`src/rtl/pkt_switch_pkg.sv`:
```
// Shared types and constants for the packet switch ingress path.
// Header layout: [1:0] destination port, [7:2] payload length.
package pkt_switch_pkg;

  localparam int unsigned NUM_PORTS = 3;
  localparam int unsigned ADDR_W    = 2;
  localparam int unsigned LEN_W     = 6;

  localparam logic [ADDR_W-1:0] INVALID_ADDR = 2'd3;

  typedef enum logic [2:0] {
    StIdle,
    StPayload,
    StParity,
    StCheck,
    StDrop,
    StAbort
  } ingress_state_e;

  function automatic logic [ADDR_W-1:0] hdr_dest(input logic [7:0] hdr);
    return hdr[ADDR_W-1:0];
  endfunction

  function automatic logic [LEN_W-1:0] hdr_len(input logic [7:0] hdr);
    return hdr[7:ADDR_W];
  endfunction

endpackage

```
`src/rtl/pkt_ingress_hold.sv`:
```
// Single-byte hold stage in front of the output FIFOs: stores one byte and its
// destination, raises the strobe of that FIFO when it has room, reports a stall otherwise.
module pkt_ingress_hold
  import pkt_switch_pkg::*;
(
  input  logic                 clk_i,
  input  logic                 rst_i,
  input  logic                 load_i,
  input  logic                 dest_load_i,
  input  logic                 discard_i,
  input  logic [7:0]           data_i,
  input  logic [ADDR_W-1:0]    dest_i,
  input  logic [NUM_PORTS-1:0] fifo_full_i,
  output logic [7:0]           data_o,
  output logic [NUM_PORTS-1:0] write_enb_o,
  output logic                 stall_o
);

  logic [7:0]        data_q;
  logic [ADDR_W-1:0] dest_q;
  logic              valid_q;
  logic              drain;

  always_comb begin
    write_enb_o = '0;
    stall_o     = 1'b0;
    for (int i = 0; i < NUM_PORTS; i++) begin
      if (valid_q && (dest_q == ADDR_W'(i))) begin
        write_enb_o[i] = ~fifo_full_i[i];
        stall_o        = fifo_full_i[i];
      end
    end
  end

  assign drain  = |write_enb_o;
  assign data_o = data_q;

  // A load may coincide with a drain, keeping one byte per cycle.
  always_ff @(posedge clk_i) begin
    if (rst_i) begin
      data_q  <= 8'h00;
      dest_q  <= '0;
      valid_q <= 1'b0;
    end else begin
      if (load_i) begin
        data_q  <= data_i;
        valid_q <= 1'b1;
      end else if (drain || discard_i) begin
        valid_q <= 1'b0;
      end
      if (dest_load_i) begin
        dest_q <= dest_i;
      end
    end
  end

endmodule

```
`src/rtl/pkt_ingress_ctrl.sv`:
```
// Ingress sequencer: decodes the header, steers bytes to one of three FIFOs, checks parity.
// Define PKT_INGRESS_TIMEOUT_EN to abort packets stalled for STALL_LIMIT cycles.
module pkt_ingress_ctrl
  import pkt_switch_pkg::*;
#(
  parameter int unsigned STALL_LIMIT = 32
) (
  input  logic                 clk,
  input  logic                 reset,
  input  logic                 packet_valid,
  input  logic [7:0]           data_in,
  input  logic [NUM_PORTS-1:0] fifo_full,
  output logic                 busy,
  output logic [7:0]           data_to_fifo,
  output logic [NUM_PORTS-1:0] write_enb,
  output logic                 pkt_done,
  output logic                 parity_err,
  output logic                 addr_err,
  output logic                 timeout_err
);

  ingress_state_e    state_q;
  logic [LEN_W-1:0]  len_cnt_q;
  logic [LEN_W:0]    drop_cnt_q;
  logic [7:0]        parity_acc_q;
  logic              mismatch_q;
  logic              addr_err_q;
  logic              timeout_err_q;

  logic              accept;
  logic              stall;
  logic              hold_write;
  logic              hold_load;
  logic              dest_load;
  logic              timeout_hit;
  logic [ADDR_W-1:0] in_dest;
  logic [LEN_W-1:0]  in_len;

  assign in_dest    = hdr_dest(data_in);
  assign in_len     = hdr_len(data_in);
  assign busy       = stall | (state_q == StCheck) | (state_q == StAbort);
  assign accept     = packet_valid & ~busy;
  assign hold_write = |write_enb;
  assign dest_load  = accept & (state_q == StIdle) & (in_dest != INVALID_ADDR);
  assign hold_load  = dest_load | (accept & ((state_q == StPayload) | (state_q == StParity)));

  assign pkt_done    = (state_q == StCheck) & hold_write;
  assign parity_err  = pkt_done & mismatch_q;
  assign addr_err    = addr_err_q;
  assign timeout_err = timeout_err_q;

  pkt_ingress_hold u_hold (
    .clk_i       (clk),
    .rst_i       (reset),
    .load_i      (hold_load),
    .dest_load_i (dest_load),
    .discard_i   (timeout_hit),
    .data_i      (data_in),
    .dest_i      (in_dest),
    .fifo_full_i (fifo_full),
    .data_o      (data_to_fifo),
    .write_enb_o (write_enb),
    .stall_o     (stall)
  );

`ifdef PKT_INGRESS_TIMEOUT_EN
  localparam int unsigned StallCntW = $clog2(STALL_LIMIT + 1);

  logic [StallCntW-1:0] stall_cnt_q;

  assign timeout_hit = stall & (stall_cnt_q == StallCntW'(STALL_LIMIT - 1));

  always_ff @(posedge clk) begin
    if (reset || !stall || timeout_hit) begin
      stall_cnt_q <= '0;
    end else begin
      stall_cnt_q <= stall_cnt_q + 1'b1;
    end
  end
`else
  assign timeout_hit = 1'b0;
`endif

  always_ff @(posedge clk) begin
    if (reset) begin
      state_q       <= StIdle;
      len_cnt_q     <= '0;
      drop_cnt_q    <= '0;
      parity_acc_q  <= 8'h00;
      mismatch_q    <= 1'b0;
      addr_err_q    <= 1'b0;
      timeout_err_q <= 1'b0;
    end else begin
      addr_err_q    <= 1'b0;
      timeout_err_q <= 1'b0;
      if (timeout_hit) begin
        // Drop whatever the source still owes for this packet.
        timeout_err_q <= 1'b1;
        state_q       <= StAbort;
        unique case (state_q)
          StPayload: drop_cnt_q <= (LEN_W + 1)'(len_cnt_q) + 7'd1;
          StParity:  drop_cnt_q <= 7'd1;
          default:   drop_cnt_q <= '0;
        endcase
      end else begin
        unique case (state_q)
          StIdle: begin
            if (accept) begin
              if (in_dest == INVALID_ADDR) begin
                addr_err_q <= 1'b1;
                drop_cnt_q <= {1'b0, in_len} + 7'd1;
                state_q    <= StDrop;
              end else begin
                len_cnt_q    <= in_len;
                parity_acc_q <= data_in;
                state_q      <= (in_len == '0) ? StParity : StPayload;
              end
            end
          end
          StPayload: begin
            if (accept) begin
              parity_acc_q <= parity_acc_q ^ data_in;
              len_cnt_q    <= len_cnt_q - 1'b1;
              if (len_cnt_q == 6'd1) state_q <= StParity;
            end
          end
          StParity: begin
            if (accept) begin
              mismatch_q <= (data_in != parity_acc_q);
              state_q    <= StCheck;
            end
          end
          StCheck: begin
            if (hold_write) state_q <= StIdle;
          end
          StDrop: begin
            if (accept) begin
              drop_cnt_q <= drop_cnt_q - 1'b1;
              if (drop_cnt_q == 7'd1) state_q <= StIdle;
            end
          end
          StAbort: begin
            state_q <= (drop_cnt_q != '0) ? StDrop : StIdle;
          end
          default: state_q <= StIdle;
        endcase
      end
    end
  end

endmodule

```
`config.mk`:
```
export PLATFORM = sky130hd
export DESIGN_NAME = pkt_ingress_ctrl
export DESIGN_NICKNAME = d
export VERILOG_FILES = /design/src/rtl/pkt_switch_pkg.sv /design/src/rtl/pkt_ingress_hold.sv /design/src/rtl/pkt_ingress_ctrl.sv
export SDC_FILE = /design/constraint.sdc
export NUM_CORES = 1
export LEC_CHECK = 0
export BUFFER_PORTS_ARGS = -buffer_cell sky130_fd_sc_hd__buf_4
export CAP_MARGIN = 20
export CORE_MARGIN = 8
export CORE_UTILIZATION = 52
export CTS_CLUSTER_DIAMETER = 200
export DETAILED_ROUTE_END_ITERATION = 12
export PLACE_DENSITY = 0.76
export SYNTH_ARGS = -nofsm -noshare
export SYNTH_HDL_FRONTEND = slang
export SYNTH_HIERARCHICAL = 1
export SYNTH_SLANG_ARGS = --single-unit
export TNS_END_PERCENT = 1
```
`constraint.sdc`:
```
create_clock -name clk -period 2.3 [get_ports clk]
set_input_delay 0.23 -clock clk [delete_from_list [all_inputs] [get_ports clk]]
set_output_delay 0.23 -clock clk [all_outputs]
set_load 0.05 [all_outputs]
```
Word level (Yosys, flattened, before mapping)
Cells that the tools add are included.
{ "totals": {"reg_bits": 37, "elab_cells": 98, "out_inout_bits": 16, "inputBits": 14} }
{ "classes": {"n_bitwise": 17, "addsub": 3, "eq_ne": 21, "n_mux": 32, "n_reduce_logical": 16} }
{ "ops": {"columns": ["cell", "n"], "rows": [
  ["$mux 3", 9],
  ["$mux 8", 3],
  ["$mux 7", 3],
  ["$mux 6", 3],
  ["$pmux 3 s6", 1],
  ["$ne 2x2->1 const B", 8],
  ["$pmux 8 s2", 1],
  ["$pmux 7 s2", 1],
  ["$pmux 6 s2", 1],
  ["$mux 1", 9],
  ["$ne 8x8->1", 1],
  ["$reduce_and 4->1", 2],
  ["$xor 8x8->8", 1],
  ["$add 6x1->7 const B", 1],
  ["$eq 7x1->1 const B", 1],
  ["$reduce_and 7->1", 1],
  ["$reduce_bool 7->1", 1],
  ["$sub 7x1->7 const B", 1],
  ["$and 1x1->1", 6],
  ["$eq 3x2->1 const B", 2],
  ["$eq 3x3->1 const B", 2],
  ["$eq 6x1->1 const B", 1],
  ["$logic_not 6->1", 1],
  ["$not 1->1", 6],
  ["13 further kinds", 23]
]} }

Longest topological paths before layout
{ "depth": {"ltp_word": 13, "depth_mapped": 10} }

Modules after synthesis
Netlist, hierarchy kept.
{ "modules_own_cells": {"columns": ["module", "area_each_um2", "n_inst", "cells_per_inst"], "rows": [
  ["pkt_ingress_ctrl", 1845.5, 1, 245],
  ["pkt_ingress_hold", 457.9, 1, 46]
]} }

Worst setup path after synthesis
Ideal clock, no wire load.
{ "synth_timing": {"path_type": "reg-to-output", "startpoint": "register u_hold.dest_q[0]", "endpoint": "output port parity_err", "slack_ns": -1.801, "path_buffers": 0, "t_arrival_ns": 3.871, "path_stages_with_launch": 5, "path_cell_list": "dfxtp_1 nor4b_1 o311ai_0 nor2_1 and2_1"} }
{ "synth_via": {"elab_chain_cells": 6, "word_cells_on_any_way": 12, "cone_classes": "eq/ne (2); mux (3); bitwise (2); reduce/logical (5)"} }
{ "synth_lines": {"columns": ["element", "line", "rtl"], "rows": [
  ["start: declaration", "pkt_ingress_hold.sv:20", "logic [ADDR_W-1:0] dest_q;"],
  ["start signal: assignment", "pkt_ingress_hold.sv:52", "dest_q <= dest_i;"],
  ["$logic_not 2->1", "pkt_ingress_hold.sv:28", "if (valid_q && (dest_q == ADDR_W'(i))) begin"],
  ["$logic_and 1x1->1", "pkt_ingress_hold.sv:28", null],
  ["$mux 1", "pkt_ingress_hold.sv:28", null],
  ["via write_enb[0]", "pkt_ingress_ctrl.sv:15", "output logic [NUM_PORTS-1:0] write_enb,"],
  ["$reduce_or 3->1", "pkt_ingress_ctrl.sv:43", "assign hold_write = |write_enb;"],
  ["$and 1x1->1", "pkt_ingress_ctrl.sv:47", "assign pkt_done = (state_q == StCheck) & hold_write;"],
  ["via pkt_done", "pkt_ingress_ctrl.sv:16", "output logic pkt_done,"],
  ["$and 1x1->1", "pkt_ingress_ctrl.sv:48", "assign parity_err = pkt_done & mismatch_q;"],
  ["end: declaration", "pkt_ingress_ctrl.sv:17", "output logic parity_err,"]
]} }
The timed path passes the listed nets, and every way through them passes these cells.

Final worst setup path
{ "layout_timing": {"startpoint": "register u_hold.dest_q[1]", "endpoint": "register u_hold.valid_q"} }
{ "layout_via": {"elab_chain_cells": 13, "word_cells_on_any_way": 23, "cone_classes": "eq/ne (2); mux (7); bitwise (8); reduce/logical (6)"} }
{ "layout_lines": {"columns": ["element", "line", "rtl"], "rows": [
  ["$logic_not 2->1", "pkt_ingress_hold.sv:28", null],
  ["$logic_and 1x1->1", "pkt_ingress_hold.sv:28", null],
  ["$mux 1 (2 in a row)", "pkt_ingress_hold.sv:28", null],
  ["$mux 1 *", "pkt_ingress_hold.sv:28", null],
  ["via stall", "pkt_ingress_ctrl.sv:31", "logic stall;"],
  ["$or 1x1->1 * (2 in a row)", "pkt_ingress_ctrl.sv:41", "assign busy = stall | (state_q == StCheck) | (state_q == StAbort);"],
  ["$not 1->1 *", "pkt_ingress_ctrl.sv:42", "assign accept = packet_valid & ~busy;"],
  ["$and 1x1->1 *", "pkt_ingress_ctrl.sv:42", null],
  ["$and 1x1->1 (2 in a row)", "pkt_ingress_ctrl.sv:44", "assign dest_load = accept & (state_q == StIdle) & (in_dest != INVALID_ADDR);"],
  ["$or 1x1->1 *", "pkt_ingress_ctrl.sv:45", "assign hold_load = dest_load | (accept & ((state_q == StPayload) | (state_q == StParity)));"],
  ["via hold_load", "pkt_ingress_ctrl.sv:33", "logic hold_load;"],
  ["$mux 1 / $reduce_bool 2->1 (equally long branches)", null, null],
  ["end signal: assignment", "pkt_ingress_hold.sv:43", "valid_q <= 1'b0;"],
  ["end signal: assignment", "pkt_ingress_hold.sv:47", "valid_q <= 1'b1;"],
  ["end signal: assignment", "pkt_ingress_hold.sv:49", "valid_q <= 1'b0;"],
  ["end: declaration", "pkt_ingress_hold.sv:21", "logic valid_q;"]
]} }
Mark *: on every way through the listed nets, which the timed path passes. The rest lies on a longest branch.
A chain may end at the register's enable or synchronous reset.

==> summary.txt <==
Critical path
  • FF-to-FF Start: u_hold/dest_q[1]
  • Reg-to-Reg End: u_hold/valid_q
  • Worst Path Max Fanout: 12
  • Reg2Reg Depth: 10
  • Critical path class: reg -> reg
  • CP required: 2.55 ns
  • CP Capture Type: register
  • R2r setup slk: 0.09 ns
  • CP Data Arrival Time: 2.46 ns
  • Setup crit start kind: register

Yosys
  • Unique masters post-synth: 57
  • EDFF count, synth: 0
  • Mapped Cells: 291
  • Post-synthesis xor/xnor area fraction: 0.0456
  • Simple-Gate Fraction of Synth Area: 0.273
  • Post-Synth Adder-Cell Area: 0.0380
  • Largest family of logic cells by synthesized area: simple AND/OR/NAND/NOR gates
  • Synth async-reset ratio: 0
  • Post-synthesis mux area share: 0.0478
  • Mapped Area: 0.00230 mm^2
  • Most used DFF post-synth: dfxtp_1
  • YS warnings: 6
  • Compound-Gate Fraction of Synth Area: 0.210
  • Register area share after synthesis: 0.322
  • Yosys reg bits: 37
  • Average cell area after synthesis: 7.92 um^2

Routing
  • Final ANT Viol Nets: 0
  • Drt wl/cell: 16.0 um
  • # DRC: 0
  • Final WL: 5.98 mm
  • Vias per inst: 6.02
  • DR pass1 iterations: 4
  • Initial DRC count: 183
  • Via Count: 2247

STA
  • Unrepaired setup endpoints after global routing: no
  • Final worst path period share: 0.962
  • Setup TNS: 0 ns
  • Pins Over Slew Limit: 0
  • Min Hold Slack: 0.256 ns
  • Slew of the pin with the lowest slew margin: 0.727 ns
  • Worst setup slack after layout: 0.0874 ns
  • Time the worst path needs with I/O delays and setup: 2.21 ns
  • Slew HR: 0.509
  • Hold Fails Final Rpt: 0
  • Setup violations, final: 0
  • Peak Freq: 452 MHz
  • Clk_skew: 0.00958 ns

Power
  • PnR Total Power: 1.81 mW
  • Combinational share of power: 0.284
  • Clk pwr share: 0.301
  • Sequential fraction of design power: 0.416
  • Sw frac: 0.324
  • PwrDens: 649 mW/mm^2
  • Psw: 0.585 mW
  • Worst VDD drop: 0.402 mV
  • P_int: 1.22 mW
  • Leak: 1.12 nW

Finish
  • Layout area overhead: 20.8%
  • Share of cells above drive strength 1: 0.202
  • Final design area excluding fillers: 0.00278 mm^2
  • Final Util: 0.644
  • Nets: 342
  • Diode count: 0
  • Non-Filler Instances: 373

Hold path
  • Hold Crit Class: in -> reg
  • Hold EP: parity_acc_q[7]
  • Worst hold path depth: 3
  • Hold Startpoint: data_in[7]

Floorplan
  • Initial Util: 0.533
  • Core ar.: 0.00432 mm^2
  • Chip Height: 82.6 um
  • DIE WIDTH: 82.6 um
  • DIE AREA: 0.00682 mm^2
  • Rows: 24
  • I/O Pins: 30

GRT
  • Initial antenna violation count: 0
  • GRT overflow: 0
  • Met3 usage: 0.0411
  • GRT Total Usage: 0.182
  • First-pass GRT wire length: 9.79 mm
  • Vias in the first global route: 2130
  • Most Crowded Layer GR: met2
  • Grt met1 use: 0.218
  • Largest net degree at the start of global routing: 36
  • Grt met2 use: 0.304

CTS
  • Cts hold-fix bufs: 0
  • TritonCTS clock tree: done
  • Num CTS Buffers: 5
  • Setup Fix Bufs, Post-CTS: 0
  • Clock slew at reported path FFs: 0.08 ns
  • Sink Count: 37
  • Latest clock arrival within the worst-skew pair: 0.29 ns
  • Max clock buf depth: 2
  • H-tree level count: 2
  • Clock root cell: clkbuf_8

Placed design
  • Final GP Congestion: 0.918
  • Placed Cells incl. Taps: 365
  • Placed Area: 0.00266 mm^2
  • DP Worst Slack: 0.0476 ns
  • Buffers on Ports: 28
  • Hpwl dp: 4.25 mm

Flow run
  • Max cap viols: 0

Run status
  • Outcome: completed
cell usage after synthesis (8+ instances only):
cell type,n,area (um^2)
xor2_1,10,87.6
nand3_1,12,60.1
nor2_1,39,146
a21oi_1,18,90.1
mux2i_1,11,110
dfxtp_1,37,741
a31oi_1,9,56.3
clkbuf_1,16,60.1
o21ai_1,15,75.1
buf_2,9,45.0
inv_1,8,30.0
cell families (layout without fill, tap and decap cells):
kind of cell,after synthesis,after routing
XOR/XNOR,12,12
flip-flops,37,37
other,1,2
AND/OR/NAND/NOR,114,114
multiplexers,11,11
AO/OA/AOI/OAI,75,75
buffers and inverters,34,63
adder cells (fa/ha/maj),7,7
sequential cells by signal (all words and copies together), names as in the netlist:
| register | count |
|---|---|
| parity_acc_q | 8 |
| u_hold/data_o | 8 |
| drop_cnt_q | 7 |
| len_cnt_q | 6 |
| state_q | 3 |
| u_hold/dest_q | 2 |
| addr_err | 1 |
| mismatch_q | 1 |
| u_hold/valid_q | 1 |
power by group through the flow:
| stage | logic, mW | registers (mW) | clock network [mW] |
|---|---|---|---|
| 2_1_floorplan | 0.323 | 0.787 | 0 |
| 3_3_place_gp | 0.487 | 0.760 | 0 |
| 5_1_grt | 0.559 | 0.759 | 0.577 |
| 6_report | 0.513 | 0.751 | 0.543 |
| 4_1_cts | 0.502 | 0.749 | 0.554 |
| 3_5_place_dp | 0.496 | 0.763 | 0 |
layer usage:
metal  share of wire  up-vias
met3           0.081       10
met4           0.014        0
met5               0        -
met1            0.43     1053
li1                -     1108
met2            0.47       76
worst max-delay path by stage:
stage / startpoint / end / slack, ns / cells past startpoint
floorplan: u_hold/dest_q[1] / u_hold/valid_q / 0.004 / 10
global placement: u_hold/dest_q[1] / parity_acc_q[2] / 0.13 / 7
detailed placement: u_hold/dest_q[1] / parity_acc_q[3] / 0.05 / 7
CTS: u_hold/dest_q[1] / u_hold/valid_q / 0.07 / 10
global route: u_hold/dest_q[1] / len_cnt_q[0] / 0.002 / 9
finish: u_hold/dest_q[1] / u_hold/valid_q / 0.09 / 10
final cells by class:
cell class                 count  area [um^2]
multi-input combinational    221         1480
inverter                       8         30.0
fill                         386         1540
timing repair buffer          48          360
clock inverter                 2         35.0
clock buffer                   5         68.8
sequential                    37          741
tap                           52         65.1
layout by cell type (no fill, tap or decap), types with 3 or more instances in the layout:
| cell type | count |
|---|---|
| a211oi_1 | 5 |
| a21o_1 | 3 |
| a21oi_1 | 18 |
| a31oi_1 | 9 |
| and2_1 | 4 |
| buf_4 | 48 |
| clkbuf_8 | 5 |
| dfxtp_1 | 37 |
| ha_1 | 7 |
| inv_1 | 8 |
| mux2i_1 | 11 |
| nand2_1 | 7 |
| nand3_1 | 12 |
| nand3b_1 | 7 |
| nor2_1 | 38 |
| nor3_1 | 6 |
| nor3b_1 | 3 |
| nor4_1 | 7 |
| o21ai_0 | 5 |
| o21ai_1 | 15 |
| or3_1 | 3 |
| xor2_1 | 10 |
worst max-delay path: stages, from the launching register on:
cell       delay, ns
dfxtp_1         0.39
mux2i_1         0.24
o21ai_0         0.09
and2_1          0.17
nand2b_1        0.16
buf_4           0.19
a2111oi_4       0.33
buf_4           0.24
nor2_1          0.06
a21oi_1         0.15
o21a_1          0.13
what timing repair did:
action	4_1_cts	5_1_grt
cloned	0	1
gates resized for setup	1	5
endpoints found under the setup margin	1	8
(Power assumes the default switching activity.)
